<file path="config.mk">
export PLATFORM = sky130hd
export DESIGN_NAME = sfu_ctrl
export DESIGN_NICKNAME = d
export VERILOG_FILES = /design/src/rtl/sfu_ctrl_pkg.sv /design/src/rtl/sfu_ctrl_wrap_counter.sv /design/src/rtl/sfu_ctrl.sv
export SDC_FILE = /design/constraint.sdc
export NUM_CORES = 1
export LEC_CHECK = 0
export CAP_MARGIN = 20
export CORE_ASPECT_RATIO = 1.5
export CORE_MARGIN = 3
export CORE_UTILIZATION = 32
export CTS_CLUSTER_DIAMETER = 120
export DETAILED_ROUTE_END_ITERATION = 7
export GPL_TIMING_DRIVEN = 0
export PLACE_DENSITY_LB_ADDON = 0.08
export SYNTH_ARGS = -nofsm -noshare
export SYNTH_HDL_FRONTEND = slang
export SYNTH_SLANG_ARGS = --single-unit
export TNS_END_PERCENT = 20
</file>
<file path="constraint.sdc">
create_clock -name clk -period 1.67 [get_ports clk]
set_clock_uncertainty 0.2 [all_clocks]
set_input_delay 0.167 -clock clk [delete_from_list [all_inputs] [get_ports clk]]
set_output_delay 0.167 -clock clk [all_outputs]
set_load 0.1 [all_outputs]
</file>
<file path="src/rtl/sfu_ctrl_pkg.sv">
// sfu_ctrl_pkg: shared state encoding and width helpers for the SFU sequencer
package sfu_ctrl_pkg;
  typedef enum logic [2:0] {
    S_IDLE  = 3'd0,
    S_CLR   = 3'd1,
    S_ACC   = 3'd2,
    S_DRAIN = 3'd3,
    S_RELU  = 3'd4,
    S_WRITE = 3'd5,
    S_DONE  = 3'd6
  } state_t;
  localparam int N_STATES = 7;
  localparam int DEF_N_K = 9;
  localparam int DEF_N_OUT = 16;
  localparam int DEF_K_W = $clog2(DEF_N_K);
  localparam int DEF_O_W = $clog2(DEF_N_OUT);
  function automatic int cnt_w(input int n);
    return (n > 1) ? $clog2(n) : 1;
  endfunction
endpackage

</file>
<file path="src/rtl/sfu_ctrl_wrap_counter.sv">
// wrap_counter: modulo-MOD up counter (i_en, sync i_clr, active-low reset) with terminal-count flag o_tc
module wrap_counter
  import sfu_ctrl_pkg::*;
#(
  parameter int MOD = 4,
  parameter int W = cnt_w(MOD)
) (
  input  logic         clk,
  input  logic         reset,
  input  logic         i_en,
  input  logic         i_clr,
  output logic [W-1:0] o_cnt,
  output logic         o_tc
);
  logic [W-1:0] r_cnt;
  assign o_cnt = r_cnt;
  assign o_tc = r_cnt == W'(MOD - 1);
  always_ff @(posedge clk)
    if (!reset || i_clr) r_cnt <= '0;
    else if (i_en) r_cnt <= o_tc ? '0 : r_cnt + 1'b1;
endmodule

</file>
<file path="src/rtl/sfu_ctrl.sv">
// sfu_ctrl: tile sequencer driving clear/accumulate/ReLU/write strobes and psum/output addresses
module sfu_ctrl
  import sfu_ctrl_pkg::*;
#(
  parameter int N_OUT = 16,
  parameter int N_K = 9,
  parameter int ADDR_W = 11,
  parameter int OADDR_W = 4
) (
  input  logic               clk,
  input  logic               reset,
  input  logic               start,
  input  logic               relu_en,
  output logic               busy,
  output logic               done,
  output logic               pmem_ren,
  output logic [ADDR_W-1:0]  pmem_addr,
  output logic               sfu_clr,
  output logic               sfu_acc,
  output logic               sfu_relu,
  output logic               omem_wen,
  output logic [OADDR_W-1:0] omem_addr
);
  localparam int W_K = cnt_w(N_K);
  localparam int W_O = cnt_w(N_OUT);
  state_t r_state, w_next;
  logic [ADDR_W-1:0] r_addr;
  logic r_relu, r_acc;
  logic [W_K-1:0] w_k;
  logic [W_O-1:0] w_o;
  logic w_k_tc, w_o_tc;
  wrap_counter #(.MOD(N_K), .W(W_K)) u_k (
    .clk(clk), .reset(reset), .i_en(r_state == S_ACC), .i_clr(r_state == S_CLR),
    .o_cnt(w_k), .o_tc(w_k_tc)
  );
  wrap_counter #(.MOD(N_OUT), .W(W_O)) u_o (
    .clk(clk), .reset(reset), .i_en(r_state == S_WRITE && !w_o_tc),
    .i_clr(r_state == S_IDLE && start), .o_cnt(w_o), .o_tc(w_o_tc)
  );
  always_comb begin
    w_next = r_state;
    case (r_state)
      S_IDLE:  w_next = start ? S_CLR : S_IDLE;
      S_CLR:   w_next = S_ACC;
      S_ACC:   w_next = w_k_tc ? S_DRAIN : S_ACC;
      S_DRAIN: w_next = r_relu ? S_RELU : S_WRITE;
      S_RELU:  w_next = S_WRITE;
      S_WRITE: w_next = w_o_tc ? S_DONE : S_CLR;
      S_DONE:  w_next = S_IDLE;
      default: w_next = S_IDLE;
    endcase
  end
  // r_acc delays the read enable so the accumulate strobe lines up with returning psum data
  always_ff @(posedge clk)
    if (!reset) begin
      r_state <= S_IDLE;
      r_addr <= '0;
      r_relu <= 1'b0;
      r_acc <= 1'b0;
    end else begin
      r_state <= w_next;
      r_acc <= r_state == S_ACC;
      r_relu <= (r_state == S_IDLE && start) ? relu_en : r_relu;
      r_addr <= (r_state == S_CLR) ? ADDR_W'(w_o)
              : (r_state == S_ACC) ? r_addr + ADDR_W'(N_OUT) : r_addr;
    end
  assign busy = r_state != S_IDLE;
  assign done = r_state == S_DONE;
  assign pmem_ren = r_state == S_ACC;
  assign pmem_addr = r_addr;
  assign sfu_clr = r_state == S_CLR;
  assign sfu_acc = r_acc;
  assign sfu_relu = r_state == S_RELU;
  assign omem_wen = r_state == S_WRITE;
  assign omem_addr = OADDR_W'(w_o);
endmodule

</file>
-- Yosys cells after proc, flatten, opt, wreduce, memory -nomap -nowiden
Cells that the tools add are included.
- $add $sub $neg: 3
- equality and inequality tests: 8
- multiplexer cells: 9
- bitwise logic cells: 1
- reduce and logical (&&, ||, !) cells: 10
- operators with widths (operator ; count):
    $pmux W3 S6 ; 1
    $mux W4 ; 4
    $add A11 B5 Y11 const B ; 1
    $eq A3 B3 Y1 const B ; 3
    $add A4 B1 Y4 const B ; 2
    $eq A4 B4 Y1 const B ; 2
    $eq A3 B2 Y1 const B ; 2
    $eq A3 B1 Y1 const B ; 1
    $logic_not A3 Y1 ; 1
    $mux W1 ; 3
    $mux W3 ; 1
    $reduce_bool A3 Y1 ; 1
    $logic_and A1 B1 Y1 ; 2
    $logic_not A1 Y1 ; 2
    $logic_or A1 B1 Y1 ; 2
    $reduce_bool A2 Y1 ; 1
    $reduce_or A2 Y1 ; 1
    $not A1 Y1 ; 1
- flip-flop bits (word level): 24
- output and inout bits: 22
- logic and storage cells: 38

-- Longest topological paths before layout
- word-level depth: 3
- depth in mapped cells: 5

-- By module
A second synthesis with hierarchy kept.
- cells, all modules: 122
- area total of the unflattened synthesis: 1126.1 sq um
- modules (own cells, without submodules) (module ; instances ; cells each ; area each (sq um) ; sequential area each (sq um)):
    sfu_ctrl ; 1 ; 83 ; 735.7 ; 320.3
    wrap_counter (u_k) ; 1 ; 21 ; 196.4 ; 80.1
    wrap_counter (u_o) ; 1 ; 18 ; 193.9 ; 80.1

-- Least setup slack after synthesis
OpenSTA, ideal clock, no wires.
- path kind: register -> register
- start: register r_addr[4] (netlist: pmem_addr[4])
- end: register r_addr[8] (netlist: pmem_addr[8])
- data arrival time: 1.959 ns
- required time: 1.397 ns
- path slack: -0.562 ns
- stages on the path, launching flop included: 5
- path buffers: 0
- clock period less this slack: 2.232 ns
- cells stage by stage: dfxtp_1 ha_1 nor4bb_1 and3_1 mux2i_1
- word-level cells in the longest chain between the ends: 1
- RTL lines (element ; RTL line ; source):
    start, declared ; sfu_ctrl.sv:27 ; logic [ADDR_W-1:0] r_addr;
    start signal, assigned ; sfu_ctrl.sv:64 ; r_addr <= (r_state == S_CLR) ? ADDR_W'(w_o)
    $add A11 B5 Y11 ; sfu_ctrl.sv:65 ; : (r_state == S_ACC) ? r_addr + ADDR_W'(N_OUT) : r_addr;
Every way passes these cells.
A chain may end at the register's enable or synchronous reset.

-- Final worst setup path
- start: register r_state[0]
- end: output pmem_ren
- word-level cells in the longest chain between the ends: 1
- RTL lines (element ; RTL line ; source):
    start, declared ; sfu_ctrl.sv:26 ; state_t r_state, w_next;
    start signal, assigned ; sfu_ctrl.sv:61 ; r_state <= w_next;
    $eq A3 B2 Y1 ; sfu_ctrl.sv:69 ; assign pmem_ren = r_state == S_ACC;
    end, declared ; sfu_ctrl.sv:16 ; output logic pmem_ren,
Every way passes these cells.

==> flow_summary.json <==
{
  "cp-start-kind": "register",
  "grt_usage": 0.150,
  "core_area_sq_um": 3420,
  "first_global_vias": 1065,
  "antenna-diode-count": 0,
  "clock_tree_from_tritoncts": "done",
  "yosys_register_bits": 24,
  "clock_tree.root_cell": "clkbuf_8",
  "rr_startpoint": "r_state[0]$_SDFF_PN0_",
  "synthesis.yosys.warnings": 0,
  "grt_pass1_wl_microns": 4810,
  "ant_nets": 0,
  "num_vias": 1087,
  "detail_route.wirelength_microns": 2920,
  "detail_route.drc_violations": 0,
  "cts-root-to-sink-buffers": 2,
  "hold_path_startpoint": "pmem_addr[7]$_SDFFE_PP0N_",
  "floorplan_die_area_sq_um": 4350,
  "multi_input_area_sq_um": 678,
  "antenna_violations_before_repair": 0,
  "syn_to_final_growth_pct": 55.0,
  "number_of_buffers_created_by_cts": 3,
  "die_height_microns": 79.3,
  "dpl.cell_count": 197,
  "synthTopCellsByArea": "dfxtp_1 42%, a21oi_1 5.7%, mux2i_1 5.2%, ha_1 4.4%, nand3_1 3.9%",
  "synthesis.area_sq_um": 1150,
  "power.density_nw_per_um2": 829,
  "maxSlewViolCount": 0,
  "dominant_cell_by_count_in_the_synthesized_netlist": "dfxtp_1",
  "seqCellArea_sq_um": 509,
  "largest_net_degree_at_the_start_of_global_routing": 13,
  "drt_pre_antenna_iters": 4,
  "post_synth_inst_count": 130,
  "max_freq_ghz": 0.569,
  "io_pins": 26,
  "setup_viol": 5,
  "seq_area_frac_synth": 0.419,
  "post_route_cells_drive_above_1_share": 0.429,
  "power_leakage_nw": 0.656,
  "detail_route.wl_per_cell_microns": 13.9,
  "rsz_0062_raised_after_global_routing": "true",
  "timing.hold.worst.class": "reg -> reg",
  "critPathLaunch": "r_state[0]$_SDFF_PN0_",
  "synth.lib_cells_used.distinct": 35,
  "status": "finished with violations",
  "placement.cell_area_sq_um": 1520,
  "clk_transition_reported_paths_ns": 0.09,
  "max_slew_margin": 0.636,
  "synthesis.nets": 138,
  "placement.io_buffers": 25,
  "detailedRoute.firstIterationViolations": 9,
  "post_cts_hold_buffer_count": 0,
  "drv.max_cap_violation_count": 0,
  "synth.top_cells.by_count": "24 x dfxtp_1, 13 x a21oi_1, 11 x nand2_1",
  "ys_async_sr_fraction": 0,
  "n_fill_cell": 343,
  "cts.sinks": 24,
  "placement_rows": 26,
  "htree_levels": 1,
  "globalRouteOverflowTotal": 0,
  "failed_checks": "setup timing",
  "synth_edf_count": 0,
  "finalCriticalPeriod_ns": 1.76,
  "post-synth-top-area-cell": "dfxtp_1",
  "post_layout_nonfiller_instances": 210,
  "die_w_microns": 54.9,
  "report.power.total_mw": 1.47,
  "cp_data_required_time_ns": 1.30,
  "finalWeightedCongestion": 0.724,
  "synth_area_per_cell_sq_um": 8.82,
  "critPathArrivalTime_ns": 1.39,
  "top_cell_type_s_share_of_synthesized_area": 0.419,
  "largest_voltage_drop_on_the_vdd_net_mv": 0.553,
  "final_area_sq_um": 1780,
  "avgViaCountPerCell": 5.18,
  "final_net_count": 178,
  "final.hold.worst_slack_ns": 0.281,
  "clock_latency_ns": 0.27,
  "tightestPinTransition_ns": 0.548,
  "ys.flop_type": "dfxtp_1",
  "finalHoldViolations": 0,
  "layout_worst_path_cycle_share": 1.05,
  "least_setup_slack_across_all_paths_after_layout_ns": -0.0890,
  "category_of_the_worst_setup_path_capture_point": "output port",
  "critical_path_class": "reg -> out",
  "hpwlAfterDp_microns": 1990,
  "path_max_fanout": 4,
  "start_util": 0.336
}
[state kept, by name, indices dropped and copies added, names as in the netlist]
| signal | flops |
|---|---|
| u_k.o_cnt | 4 |
| r_state | 3 |
| u_o.o_cnt | 4 |
| sfu_acc | 1 |
| pmem_addr | 11 |
| r_relu | 1 |
[layout by cell type, fill, tap and decap left out, types with 2 or more instances in the layout]
| master | n |
|---|---|
| clkdlybuf4s15_2 | 15 |
| a21oi_1 | 12 |
| dfxtp_1 | 11 |
| nand2_1 | 10 |
| buf_4 | 10 |
| nand3_1 | 9 |
| dfxtp_2 | 8 |
| buf_6 | 6 |
| mux2i_1 | 6 |
| nor2b_1 | 5 |
| dfxtp_4 | 5 |
| inv_1 | 4 |
| nor2_1 | 4 |
| nand3b_1 | 3 |
| o21ai_0 | 3 |
| or3_1 | 3 |
| xnor2_1 | 3 |
| ha_1 | 3 |
| clkbuf_8 | 3 |
| clkdlybuf4s50_1 | 3 |
| buf_12 | 3 |
| or3b_4 | 2 |
| and3_1 | 2 |
| o31ai_1 | 2 |
| nor3b_1 | 2 |
| o31ai_2 | 2 |
| or4_1 | 2 |
| o21ai_2 | 2 |
[path summary, 6_finish.rpt]
| kind | end | slack (ns) | depth (start not counted) |
|---|---|---|---|
| hold reg to reg | pmem_addr[7]$_SDFFE_PP0N_ | 0.28 | 2 |
| setup / recovery | pmem_ren | -0.09 | 4 |
| setup reg to reg | pmem_addr[10]$_SDFFE_PP0N_ | -0.04 | 5 |
| hold / removal | pmem_addr[7]$_SDFFE_PP0N_ | 0.28 | 2 |
[power breakdown]
group / internal (mW) / leakage (nW) / switching (mW)
registers: 0.588 / 0.202 / 0.0217
logic: 0.217 / 0.432 / 0.304
clock network: 0.161 / 0.0216 / 0.180
total: 0.966 / 0.656 / 0.506
[per-stage QoR]
step	setup WS, ns	util	setup TNS (ns)
after floorplan	-0.221	-	-1.22
after global placement	-0.939	0.444	-8.29
after detailed placement	-0.947	0.444	-8.63
after CTS	-0.160	0.506	-0.473
after global routing	-0.129	0.520	-0.727
final	-0.0890	0.520	-0.183
[critical path: stages (launching register included)]
cell and delay (ns):
dfxtp_4 0.37, or3b_4 0.40, buf_8 0.15, clkinv_8 0.05
buf_16 0.16
[area by class of cell]
class	count	area share
well taps	42	0.0296
repair buffers	36	0.225
clock buffers	3	0.0232
flip-flops and latches	24	0.287
plain buffers	5	0.0296
multi-input cells	93	0.382
inverters	7	0.0239
[layer usage]
layer	wire [microns]	vias up	track usage
li1	-	542	-
met3	89	5	0.0206
met1	1160	524	0.165
met4	51	0	0.0773
met5	0	-	0
met2	1620	16	0.263
[logic make-up (layout without fill, tap and decap cells)]
| family | after synthesis | in the layout | share of synthesized area |
|---|---|---|---|
| AO/OA/AOI/OAI | 28 | 28 | 0.148 |
| XOR/XNOR | 3 | 3 | 0.0229 |
| adder cells (fa/ha/maj) | 4 | 4 | 0.0437 |
| buffers and inverters | 13 | 51 | 0.0535 |
| flip-flops | 24 | 24 | 0.419 |
| multiplexers | 6 | 6 | 0.0524 |
| AND/OR/NAND/NOR | 52 | 52 | 0.260 |
[what timing repair did]
item | in CTS | in global routing
pin swaps | 10 | 3
setup buffers | 8 | 3
endpoints found under the setup margin | 32 | 20
resized for setup | 111 | 9
gates cloned | 0 | 0
endpoints found under the hold margin | 0 | 0
Note: power is estimated with default switching activity, not from simulation.
